[src/rtl/crc16_serial.sv]
// crc16_serial: bit-serial CRC-16/CCITT (poly 0x1021, init 0xFFFF).
// Optional final XOR of the result with 0xFFFF under CRC16_FINAL_XOR_EN.
module crc16_serial (
  input  logic        clk,
  input  logic        reset,
  input  logic        clear,
  input  logic        load,
  input  logic [15:0] in,
  output logic        ready,
  output logic [15:0] out
);

  localparam logic [15:0] POLY = 16'h1021;
  localparam logic [15:0] INIT = 16'hFFFF;
`ifdef CRC16_FINAL_XOR_EN
  localparam logic [15:0] FXOR = 16'hFFFF;
`else
  localparam logic [15:0] FXOR = 16'h0000;
`endif
  localparam logic [15:0] RES_INIT = INIT ^ FXOR;

  localparam logic [0:0] S_IDLE  = 1'b0;
  localparam logic [0:0] S_SHIFT = 1'b1;

  logic [15:0] crc_q, crc_d;
  logic [15:0] sh_q, sh_d;
  logic [3:0]  cnt_q, cnt_d;
  logic [0:0]  state_q, state_d;
  logic [15:0] res_q, res_d;
  logic        fb;
  logic [15:0] crc_nx;

  // One LFSR step: feedback is the XOR of the CRC and data MSBs.
  always_comb begin
    fb     = crc_q[15] ^ sh_q[15];
    crc_nx = {crc_q[14:0], 1'b0} ^ (fb ? POLY : 16'h0000);
  end

  // Next-state: clear aborts any word; IDLE accepts, SHIFT folds bits.
  always_comb begin
    crc_d   = crc_q;
    sh_d    = sh_q;
    cnt_d   = cnt_q;
    state_d = state_q;
    res_d   = res_q;
    if (clear) begin
      crc_d   = INIT;
      cnt_d   = 4'd0;
      state_d = S_IDLE;
      res_d   = RES_INIT;
    end else begin
      unique case (1'b1)
        (state_q == S_IDLE): begin
          if (load) begin
            sh_d    = in;
            cnt_d   = 4'd0;
            state_d = S_SHIFT;
          end
        end
        (state_q == S_SHIFT): begin
          crc_d = crc_nx;
          sh_d  = {sh_q[14:0], 1'b0};
          cnt_d = cnt_q + 4'd1;
          if (cnt_q == 4'd15) begin
            res_d   = crc_nx ^ FXOR;
            state_d = S_IDLE;
          end
        end
        default: ;
      endcase
    end
  end

  // State registers with synchronous active-high reset.
  always_ff @(posedge clk) begin
    if (reset) begin
      crc_q   <= INIT;
      sh_q    <= 16'h0000;
      cnt_q   <= 4'd0;
      state_q <= S_IDLE;
      res_q   <= RES_INIT;
    end else begin
      crc_q   <= crc_d;
      sh_q    <= sh_d;
      cnt_q   <= cnt_d;
      state_q <= state_d;
      res_q   <= res_d;
    end
  end

  assign ready = (state_q == S_IDLE);
  assign out   = res_q;

endmodule
[config.mk]
export PLATFORM = sky130hd
export DESIGN_NAME = crc16_serial
export DESIGN_NICKNAME = d
export VERILOG_FILES = /design/src/rtl/crc16_serial.sv
export SDC_FILE = /design/constraint.sdc
export NUM_CORES = 1
export LEC_CHECK = 0
export CAP_MARGIN = 30
export CORE_MARGIN = 2
export CORE_UTILIZATION = 52
export DETAILED_ROUTE_END_ITERATION = 16
export GPL_ROUTABILITY_DRIVEN = 0
export GPL_TIMING_DRIVEN = 0
export PLACE_DENSITY_LB_ADDON = 0.3
export REMOVE_ABC_BUFFERS = 1
export SKIP_LAST_GASP = 1
export SYNTH_ARGS = -nofsm -noshare
export SYNTH_HDL_FRONTEND = slang
export SYNTH_SLANG_ARGS = --single-unit
export TNS_END_PERCENT = 20
[constraint.sdc]
create_clock -name clk -period 1.55 [get_ports clk]
set_input_delay 0.31 -clock clk [delete_from_list [all_inputs] [get_ports clk]]
set_output_delay 0.31 -clock clk [all_outputs]
set_load 0.1 [all_outputs]
==> reports/summary.md <==
The final reports fail on setup timing. In this design, the stage delay of the slowest critical-path cell is 0.85 ns. The run gives 2 as the total number of H-tree levels. A synthesized cell averages 9.98 um2.

CTS saw 53 sinks. The floorplan has 24 rows. For this run, the number of Yosys warnings is 0.

TritonCTS built the clock tree. The number of register bits inferred by synthesis works out to 53. After detailed routing, the number of vias per cell comes to 5.31.

In this run, the number of DRC markers left after iteration 0 of detailed routing was 90. In this run the tightest slew margin relative to its limit is 37.1%. 0 antenna diodes ended up in the layout. The instance area at placement was 2600 um2.

The layout overhead on the synthesized area was 20.8%. The worst path buffer plus inverter count works out to 1. From bottom edge to top edge, the die measures 70.2 um. Entering global routing, the biggest net connects 31 pins.

Kind of capture point of the worst setup path: an output pin. The worst path needs 1.80 ns of the cycle, external delays included. The run gives 53.0% as the effective utilization at floorplan. Derived from the worst setup path, the maximum achievable clock frequency is 0.555 GHz. The first-pass GRT wire length was 6830 um; the initial antenna violation count was 0. Summed over its instances, the top area cell type makes up 46.6% of the synthesized netlist area.

The path type of the worst setup path was reg2out. Pin placement for this block handled 37 I/O pins. The number of different library cells used by synthesis comes to 28.

The clock buffer count from CTS was 5; the minimum setup slack among reg-to-reg paths was 0.17 ns. The CTS clock-pin slew for the worst setup and hold paths came out at 0.10 ns. The number of global-route vias before repair is 1494. In the post-synthesis netlist, the biggest area contributors are dfxtp_1, mux2i_1, a211oi_2, nand2_1, buf_6. After global routing the overflow that remains totals 0. The sort of element at the start of the critical path was a flop.

The overall via count from detail_route came out at 1673. Following the worst setup path forward leads to its endpoint at out[13]. In this run the tool buffered the top-level ports with 36 buffer cells. The run gives 228 as the gate count of the mapped netlist. The signal on the critical path passes through dlygate4sd2_1. The slew at the pin closest to its max-slew limit was 0.947 ns.

The count of nets left with antenna violations once routing finished came out at 0. The post-detailed-routing wire length came out at 4210 um. Smallest setup slack after layout: -0.250 ns. The overall die width was 70.2 um. Cells fill 64.0% of the core in the end. The tools report the cell area after technology mapping as 2280 um2. The run finished, with violations left.

Share of post-route cells with drive strength above 1: 21.3%. The die covers 4920 um2. For this run, design rule violations remaining after detail routing come to 0.

The count of cell instances traversed by the critical path is 1, and the sequential cell area fraction in the yosys report is 46.6%. Across the VDD grid, the largest voltage drop is 0.000562 V. At the placement stage, the worst setup path has a slack of -0.695 ns. The critical path starts at out[13]$_SDFFE_PP1P_. The tightest min-delay check is of the reg2reg type. Among cell families on the critical path, the largest total delay comes from buffers and inverters. The run gives 0 as the count of final hold-check violations. Dividing the detail-routed wire length by the instance count gives 13.4 um. The filler cells instantiated in the layout total 353.

The startpoint identified for the worst register-to-register timing path is cnt_q[0]$_SDFFE_PP0P_. Setup repair after global routing could not meet its margin everywhere. Final hold analysis gives a worst-case slack of 0.473 ns.

At the worst endpoint, the required time is 1.24 ns. The cell at the slowest stage of the critical path was dlygate4sd2_1. The later pin in the worst-skew pair is clocked with a latency of 0.30 ns.

For the half-perimeter wire length of the detailed placement result, the log shows 2560 um. For the worst setup path, the data arrival time is 1.49 ns. In the global route stage, overall resource usage came out at 17.1%.

The maximum clock skew at final layout is 0.00538 ns. Max-cap violations in this run came to 0. Yosys instantiated no cell more often than dfxtp_1. The leakage power of the design was 1.08 nW. The prevailing post-synth register cell is dfxtp_1. The final layout net count came out at 283. The synthesized design spends more area on one cell type than any other, namely dfxtp_1. The number of max-slew violations in the final report is 0, and the depth of the worst register-to-register path is 4.

Final setup violation count: 3. The maximum fanout along the worst path was 2; the number of search-and-repair iterations in the first detailed-routing pass was 5. After floorplanning, the core was sized to cover 4290 um2. In this run the critical register-to-register path is captured at out[6]$_SDFFE_PP1P_. In the finished design, the share of the clock period the worst path needs comes to 116%. The tools report the root buffer selected by CTS as clkbuf_8. For this design the ratio of total power to cell area is 903 nW/um2.

By count the netlist is led by dfxtp_1, nand2_1, mux2i_1. Counting along the longest clock path gives a buffer depth of 2. The number of synthesized flops with an enable pin is 0, and the final design area excluding fillers is 2750 um2. The share of async-settable or async-resettable flops after synthesis is 0%.
## timing repair
action / CTS / global route
resized for setup: 46 / 13
buffers inserted: 0 / 4
endpoints found under the hold margin: 0 / 0
endpoints found under the setup margin: 68 / 49
pin swaps: 0 / 1
gates cloned: 0 / 1
hold buffers: 0 / 0
## placed cells by master (no fill, tap or decap), types with 2 or more instances in the layout
cell type         n
a211oi_2         15
nor2_1           15
o21ai_0           2
nand3_1          14
buf_4             4
clkinvlp_4        2
nand2_1          49
clkdlybuf4s50_1  18
nor3b_1           3
xor2_1            2
clkbuf_8          5
mux2i_1          28
dfxtp_1          52
a21oi_1           9
clkbuf_2          2
dlygate4sd2_1     2
clkdlybuf4s15_2  12
buf_8             2
nor2b_1           2
nor2_2            6
xor3_1            2
## kinds of logic (layout without fill, tap and decap cells)
kind of cell,Yosys count,count (layout),share of synthesized area [%]
buffers and inverters,18,52,6.54
and+or+nand+nor,94,94,18.6
DFF,53,53,46.6
xor gates and xnor gates,5,5,3.24
adders and majority gates,1,1,0.550
AOI/OAI and AO/OA,29,30,12.1
muxes,28,28,12.3
## worst min-delay path by stage
stage | depth (start not counted) | start | end
after floorplan | 1 | reset | sh_q[10]$_SDFFE_PP0P_
after global placement | 2 | out[5]$_SDFFE_PP1P_ | out[5]$_SDFFE_PP1P_
after detailed placement | 2 | out[13]$_SDFFE_PP1P_ | out[13]$_SDFFE_PP1P_
after CTS | 2 | out[13]$_SDFFE_PP1P_ | out[13]$_SDFFE_PP1P_
after global routing | 2 | out[13]$_SDFFE_PP1P_ | out[13]$_SDFFE_PP1P_
final | 2 | out[13]$_SDFFE_PP1P_ | out[13]$_SDFFE_PP1P_
## sequential cells by signal, indices dropped and copies added (netlist names)
signal   flops
cnt_q        4
crc_q       16
out         16
sh_q        16
state_q      1
## final cells by class
class,count,area (um2),share of cell area (%)
Inverter,2,11.3,0.409
Sequential cell,53,1060,38.7
Timing Repair Buffer,42,433,15.7
Clock inverter,3,21.3,0.773
Multi-Input combinational cell,158,1090,39.5
Clock buffer,5,68.8,2.50
Tap cell,52,65.1,2.37
## routing by layer
| layer | track usage (%) | up-vias | routed length (um) |
|---|---|---|---|
| li1 | - | 847 | - |
| met1 | 22.5 | 794 | 2030 |
| met2 | 27.9 | 28 | 1970 |
| met3 | 4.91 | 4 | 174 |
| met4 | 3.85 | 0 | 27 |
| met5 | 0 | - | 0 |
## metrics by stage
stage / instances / setup TNS, ns / power [mW]
3_3_place_gp: 300 / -70.27 / 1.70
3_5_place_dp: 302 / -27.88 / 1.71
6_report: 315 / -0.711 / 2.48
5_1_grt: 315 / -0.933 / 2.58
2_1_floorplan: 212 / -37.09 / 1.61
4_1_cts: 310 / -7.88 / 2.48
## power by group
group / total [mW] / switching, mW / internal (mW)
sequential: 1.42 / 0.0233 / 1.40
combinational: 0.275 / 0.138 / 0.137
clock: 0.790 / 0.468 / 0.322
total: 2.48 / 0.630 / 1.85
Power figures use the tool's default switching activity.
